===== src/rtl/spi_rx_master.sv =====
// SPI read-only master: clocks DATA_BITS bits in MSB-first
// and presents each completed word with a one-cycle strobe.
module spi_rx_master #(
  parameter int CLK_DIV   = 2,
  parameter int DATA_BITS = 32
) (
  input  logic                 clk,
  input  logic                 rst,
  input  logic                 spi_ena,
  input  logic                 miso,
  output logic                 sclk,
  output logic                 cs_n,
  output logic                 spi_not_busy,
  output logic [DATA_BITS-1:0] spi_rx_data,
  output logic                 rx_valid
);

  localparam int BW = $clog2(DATA_BITS + 1);
  localparam logic [7:0] DIV_LAST = 8'(CLK_DIV - 1);
  localparam logic [BW-1:0] BIT_LAST = BW'(DATA_BITS - 1);

  typedef enum logic [1:0] {
    IDLE    = 2'd0,
    ASSERT  = 2'd1,
    SHIFT   = 2'd2,
    RELEASE = 2'd3
  } state_t;

  state_t                 state;
  logic [7:0]             div;
  logic [BW-1:0]          bit_cnt;
  logic [DATA_BITS-1:0]   shreg;
  logic                   div_done;

  assign div_done = (div == DIV_LAST);

  // Transaction sequencer; every output is a register
  always_ff @(posedge clk or negedge rst) begin
    if (!rst) begin
      state        <= IDLE;
      div          <= '0;
      bit_cnt      <= '0;
      shreg        <= '0;
      sclk         <= 1'b0;
      cs_n         <= 1'b1;
      spi_not_busy <= 1'b1;
      spi_rx_data  <= '0;
      rx_valid     <= 1'b0;
    end else begin
      rx_valid <= 1'b0;
      case (state)
        IDLE: begin
          cs_n         <= 1'b1;
          sclk         <= 1'b0;
          spi_not_busy <= 1'b1;
          div          <= '0;
          bit_cnt      <= '0;
          if (spi_ena) begin
            state        <= ASSERT;
            cs_n         <= 1'b0;
            spi_not_busy <= 1'b0;
            shreg        <= '0;
          end
        end
        ASSERT: begin
          if (div_done) begin
            div     <= '0;
            bit_cnt <= '0;
            state   <= SHIFT;
          end else begin
            div <= div + 8'd1;
          end
        end
        SHIFT: begin
          if (div_done) begin
            div <= '0;
            if (!sclk) begin
              sclk  <= 1'b1;
              shreg <= {shreg[DATA_BITS-2:0], miso};
            end else begin
              sclk    <= 1'b0;
              bit_cnt <= bit_cnt + 1'b1;
              if (bit_cnt == BIT_LAST) begin
                state       <= RELEASE;
                cs_n        <= 1'b1;
                bit_cnt     <= '0;
                spi_rx_data <= shreg;
                rx_valid    <= 1'b1;
              end
            end
          end else begin
            div <= div + 8'd1;
          end
        end
        RELEASE: begin
          if (div_done) begin
            div          <= '0;
            state        <= IDLE;
            spi_not_busy <= 1'b1;
          end else begin
            div <= div + 8'd1;
          end
        end
        default: begin
          state        <= IDLE;
          cs_n         <= 1'b1;
          sclk         <= 1'b0;
          spi_not_busy <= 1'b1;
          div          <= '0;
          bit_cnt      <= '0;
        end
      endcase
    end
  end

endmodule

===== config.mk =====
export PLATFORM = sky130hd
export DESIGN_NAME = spi_rx_master
export DESIGN_NICKNAME = d
export VERILOG_FILES = /design/src/rtl/spi_rx_master.sv
export SDC_FILE = /design/constraint.sdc
export NUM_CORES = 1
export LEC_CHECK = 0
export CAP_MARGIN = 0
export CORE_MARGIN = 4
export CORE_UTILIZATION = 55
export CTS_BUF_LIST = sky130_fd_sc_hd__clkbuf_2
export CTS_CLUSTER_SIZE = 14
export DETAILED_ROUTE_END_ITERATION = 7
export PLACE_DENSITY = 0.78
export SETUP_SLACK_MARGIN = 0.15
export SLEW_MARGIN = 30
export SYNTH_ARGS = -nofsm -noshare
export SYNTH_HDL_FRONTEND = slang
export SYNTH_SLANG_ARGS = --single-unit

===== constraint.sdc =====
create_clock -name clk -period 2.5 [get_ports clk]
set_input_delay 0.5 -clock clk [delete_from_list [all_inputs] [get_ports clk]]
set_output_delay 0.5 -clock clk [all_outputs]
set_load 0.01 [all_outputs]

* After elaboration in Yosys (flattened, before gate mapping)
Cells that the tools add are included.
** Storage, ports and cells
- Input port bits :: 4
- Output and inout port bits :: 36
- Bits in registers :: 84
- Logic and storage cells :: 67
** Cells by class
- Reduce and logical (&&, ||, !) cells :: 12
- $add $sub $neg :: 2
- Equality and inequality tests :: 12
- Mux-type cells :: 32
** Operators with widths (count)
- $mux 32 :: 3
- $pmux 32 s2 :: 1
- $mux 6 :: 4
- $pmux 6 s3 :: 1
- $pmux 8 s2 :: 1
- $reduce_and 4->1 :: 4
- $ne 2x2->1 const B :: 7
- $mux 2 :: 6
- $mux 1 :: 11
- $add 8x1->8 const B :: 1
- $eq 8x1->1 const B :: 1
- $mux 8 :: 1
- $pmux 2 s4 :: 1
- $add 6x1->6 const B :: 1
- $eq 6x5->1 const B :: 1
- $pmux 1 s2 :: 3
- $reduce_and 6->1 :: 1
- $eq 2x2->1 const B :: 2
- $reduce_and 2->1 :: 2
- $reduce_bool 2->1 :: 2
- $reduce_bool 3->1 :: 1
- $reduce_or 3->1 :: 1
- $eq 2x1->1 const B :: 1
- $logic_not 2->1 :: 1

* Longest topological paths before layout
- Depth in word-level cells :: 5
- Depth in mapped cells :: 8
- Depth with buffers taken out :: 6

* Worst setup path after synthesis
OpenSTA, ideal clock, no wires.
- Kind :: reg2reg
- Start :: reg div[1]
- End :: reg shreg[0]
- Cell stages (with the launch flop) :: 8
- Library setup time :: 0.121 ns
- Path slack :: 0.275 ns
- Arrival time :: 2.104 ns
- Buffers on the path :: 1
- Clock period less this slack :: 2.225 ns
- Data required time :: 2.379 ns
- Cell sequence :: dfrtp_1 -> inv_1 -> ha_1 -> or4b_4 -> or3_4 -> a211o_4 -> buf_6 -> a22o_1
** On the way
- Word-level cells in the longest chain between the ends :: 3
** RTL lines
- start: declaration :: line 30 : logic [7:0] div;
- start signal: assignment :: line 71 : div <= div + 8'd1;
- start signal: assignment :: line 92 : div <= div + 8'd1;
- start signal: assignment :: line 101 : div <= div + 8'd1;
- $eq 8x1->1 :: line 35 : assign div_done = (div == DIV_LAST);
- $ne 2x2->1 (no source line)
- $reduce_and 4->1 (no source line)
- end signal: assignment :: line 79 : shreg <= {shreg[DATA_BITS-2:0], miso};
- end: declaration :: line 32 : logic [DATA_BITS-1:0] shreg;
No other way between the ends.
A chain may end at the register's enable or synchronous reset.

* Worst setup path in the final report
Same ends and word-level chain as after synthesis.

==> impl_summary.log <==
[metrics] most common cell in the synthesized netlist: sky130_fd_sc_hd__dfrtp_1
[metrics] Final nets: 314
[metrics] clock transition time at the flip-flop clock pins of the worst setup and hold paths: 0.23 ns
[metrics] first-pass GRT wire length: 11000 um
[metrics] setup repair bufs after CTS: 0
[metrics] share of synthesized registers carrying an async set or reset: 100%
[metrics] Die Outline Area: 0.00766 mm^2
[metrics] required time at the worst-slack endpoint: 2.92 ns
[metrics] largest clock skew in the final design: 0.0320 ns
[metrics] leading cell types by total area after synthesis: sky130_fd_sc_hd__dfrtp_1 59%, sky130_fd_sc_hd__mux2_2 11%, sky130_fd_sc_hd__a22o_1 7.8%, sky130_fd_sc_hd__ha_1 2.9%, sky130_fd_sc_hd__nor3_1 1.7%
[metrics] Via density: 5.92
[metrics] Avg WL per Cell: 16.6 um
[metrics] Slew Limit Fails: 0
[metrics] number of vias after detailed routing: 2260
[metrics] cts bufs inserted: 9
[metrics] syn_area_per_cell: 13.5 um^2
[metrics] commonest cells in the netlist: 82 x sky130_fd_sc_hd__dfrtp_1, 34 x sky130_fd_sc_hd__mux2_2, 31 x sky130_fd_sc_hd__a22o_1
[metrics] global router's overall resource usage: 18.6%
[metrics] run status: finished, final reports clean
[metrics] sum of overflow across all layers after global routing: 0
[metrics] Net Count, Synth: 269
[metrics] data arrival time at the worst-slack endpoint: 2.73 ns
[metrics] antenna violations before repair: 0
[metrics] Core Box Area: 0.00603 mm^2
[metrics] post-route ant nets: 0
[metrics] Vert. Die Dim: 87.5 um
[metrics] warning count from the yosys run: 0
[metrics] number of port buffers: 39
[metrics] EDFF count, synth: 0
[metrics] count of unique library cells instantiated by Yosys: 41
[metrics] leakage power: 1.95 nW
[metrics] number of rows in the core area: 28
[metrics] clock latency at the later pin of the worst-skew pair: 0.53 ns
[metrics] share of Yosys cell area claimed by the top area cell type: 59.0%
[metrics] worst supply voltage drop on vdd: 0.471 mV
[metrics] worst max-slew margin expressed relative to the limit: 60.6%
[metrics] Pre-antenna DRT Iters: 4
[metrics] part of the cycle the worst path needs: 92.4%
[metrics] Sequential Area: 0.00210 mm^2
[metrics] CTS H-Tree Depth: 3
[metrics] area of combinational cells with multiple inputs: 0.00130 mm^2
[metrics] Final Routed Wirelength: 6330 um
[metrics] worst hold path type: input port to async pin
[metrics] power density normalized to cell area: 787 mW/mm^2
[metrics] critical path endpoint category: flop
[metrics] Ant. Diodes: 0
[metrics] placed standard-cell area: 0.00396 mm^2
[metrics] clock root buffer master: sky130_fd_sc_hd__clkbuf_2
[metrics] pin count of the biggest net entering global routing: 85
[metrics] HPWL after DPL: 4100 um
[metrics] starting density of the core: 57.7%
[metrics] final period demand of the worst path: 2.31 ns
[metrics] # DRC: 0
[metrics] Die Width: 87.5 um
[metrics] library cell with the largest summed area after synthesis: sky130_fd_sc_hd__dfrtp_1
[metrics] largest fanout of any net on the critical path: 16
[metrics] transition at the pin with the smallest max-transition slack: 0.586 ns
[metrics] cell depth of the worst flop-to-flop path: 6
[metrics] total negative slack: 0 ns
[metrics] Ports: 40
[metrics] total standard cell area after synthesis: 0.00348 mm^2
[metrics] final non-filler cell area: 0.00409 mm^2
[metrics] CTS sink cnt: 84
[metrics] element type at the critical path start: flop
[metrics] number of violations reported at the end of detailed-routing iteration 0: 114
[metrics] commonest register cell after synthesis: sky130_fd_sc_hd__dfrtp_1
[metrics] max capacitance violation total: 0
[metrics] TritonCTS clock tree: done
[metrics] area delta synth->final: 17.7%
[metrics] share of the yosys chip area belonging to registers: 60.5%
[metrics] flip-flop and latch count after synthesis: 84
[metrics] FILL cells: 440
[metrics] Bufs on Longest Clock Path: 2
[metrics] proportion of layout cells with a drive suffix above 1: 21.8%
[metrics] cells after synthesis: 257
[metrics] Final Hold Fails: 0
[metrics] unrepaired setup endpoints after global routing: true
[metrics] endpoints failing setup: 0
[metrics] f_max: 0.433 GHz
[metrics] critical path type: flop to flop
[metrics] via count of the first global-routing pass: 2298
[metrics] final weighted congestion in routability-driven placement: 0.813
==> final cells by class <==
class | instances | area share, %
Sequential cell | 84 | 51.4
Multi-Input combinational cell | 154 | 31.7
Timing Repair Buffer | 46 | 11.4
Tap cell | 75 | 2.29
Clock inverter | 7 | 1.38
Clock buffer | 9 | 1.10
Inverter | 7 | 0.642
==> where the power goes <==
part	internal, mW	leakage (nW)	total [mW]	switching, mW
clock	0.146	0.0637	0.634	0.488
combinational	0.422	0.724	1.04	0.615
sequential	1.46	1.16	1.55	0.0878
total	2.03	1.95	3.22	1.19
==> critical path: stages (launching register included) <==
cell                      delay (ns)
sky130_fd_sc_hd__dfrtp_1        0.44
sky130_fd_sc_hd__inv_1          0.06
sky130_fd_sc_hd__ha_1           0.15
sky130_fd_sc_hd__or4b_4         0.48
sky130_fd_sc_hd__or3_4          0.41
sky130_fd_sc_hd__a211o_4        0.43
sky130_fd_sc_hd__a22o_1         0.25
==> registers in the layout, indices dropped and copies added, names as in the netlist <==
| name | count |
|---|---|
| bit_cnt | 6 |
| cs_n | 1 |
| div | 8 |
| rx_valid | 1 |
| sclk | 1 |
| shreg | 32 |
| spi_not_busy | 1 |
| spi_rx_data | 32 |
| state | 2 |
==> worst paths after layout <==
check | startpoint | end | slack, ns
worst min register to register | div[0]$_DFF_PN0_ | div[0]$_DFF_PN0_ | 0.51
worst min-delay path | rst | bit_cnt[3]$_DFFE_PN0P_ | 0.50
max in group asynchronous | rst | spi_not_busy$_DFFE_PN1P_ | 1.60
min in group clk | div[0]$_DFF_PN0_ | div[0]$_DFF_PN0_ | 0.51
worst max-delay path | div[1]$_DFF_PN0_ | shreg[0]$_DFFE_PN0P_ | 0.19
worst max register to register | div[1]$_DFF_PN0_ | shreg[0]$_DFFE_PN0P_ | 0.19
==> what timing repair did <==
| item | 4_1_cts | 5_1_grt |
|---|---|---|
| setup endpoints to repair | 14 | 34 |
| gates resized for setup | 0 | 2 |
| gates cloned | 1 | 0 |
| hold endpoints to repair | 82 | 0 |
| pin swaps | 1 | 0 |
| hold buffers | 1 | 0 |
==> cells by family (layout without fill, tap and decap cells) <==
family                     count (synthesis)  in the layout  synth area share [%]
muxes                                     36             36                  11.6
and+or+nand+nor                           48             48                  7.70
AOI/OAI and AO/OA                         55             56                  12.9
adders and majority gates                  8              8                  2.88
xor gates and xnor gates                   6              6                  1.51
DFF                                       84             84                  60.5
buffers and inverters                     20             69                  2.92
==> metrics by stage <==
step | hold WS (ns) | worst slack [ns] | instances | utilization (%) | power (mW)
after floorplan | 0.204 | 0.275 | 257 | - | 2.33
after global placement | 0.483 | 0.202 | 364 | 65.7 | 2.52
after detailed placement | 0.487 | 0.148 | 364 | 65.7 | 2.55
after CTS | 0.479 | 0.181 | 382 | 67.7 | 3.23
after global routing | 0.491 | 0.101 | 382 | 67.9 | 3.43
final | 0.496 | 0.190 | 382 | 67.9 | 3.22
==> metal layers <==
| metal | share of wire (%) | track usage (%) |
|---|---|---|
| met5 | 0 | 0 |
| met4 | 1.6 | 8.65 |
| met1 | 48 | 26.0 |
| met3 | 3.8 | 4.26 |
| met2 | 47 | 27.5 |
==> layout by cell type, fill, tap and decap left out, types with 2 or more instances in the layout <==
| cell | Yosys | layout |
|---|---|---|
| sky130_fd_sc_hd__and3_1 | 3 | 3 |
| sky130_fd_sc_hd__nor3_1 | 12 | 11 |
| sky130_fd_sc_hd__dfstp_2 | 2 | 2 |
| sky130_fd_sc_hd__mux2_2 | 34 | 34 |
| sky130_fd_sc_hd__ha_1 | 8 | 8 |
| sky130_fd_sc_hd__a21oi_1 | 5 | 5 |
| sky130_fd_sc_hd__dfrtp_1 | 82 | 82 |
| sky130_fd_sc_hd__clkdlybuf4s50_1 | 0 | 38 |
| sky130_fd_sc_hd__nand2_1 | 3 | 3 |
| sky130_fd_sc_hd__a31oi_1 | 4 | 4 |
| sky130_fd_sc_hd__o21ai_0 | 3 | 3 |
| sky130_fd_sc_hd__clkbuf_2 | 0 | 9 |
| sky130_fd_sc_hd__xnor2_1 | 2 | 2 |
| sky130_fd_sc_hd__nand2b_1 | 4 | 4 |
| sky130_fd_sc_hd__a22o_1 | 31 | 31 |
| sky130_fd_sc_hd__inv_6 | 0 | 4 |
| sky130_fd_sc_hd__buf_12 | 0 | 2 |
| sky130_fd_sc_hd__xor2_1 | 4 | 4 |
| sky130_fd_sc_hd__nor2_1 | 8 | 8 |
| sky130_fd_sc_hd__inv_1 | 7 | 7 |
| sky130_fd_sc_hd__buf_4 | 0 | 5 |
| sky130_fd_sc_hd__nand3_1 | 7 | 7 |
| sky130_fd_sc_hd__a211o_4 | 1 | 2 |
| sky130_fd_sc_hd__mux2i_1 | 2 | 2 |
| sky130_fd_sc_hd__nor2b_1 | 2 | 2 |
| sky130_fd_sc_hd__o21a_1 | 3 | 3 |
(Power assumes the default switching activity.)
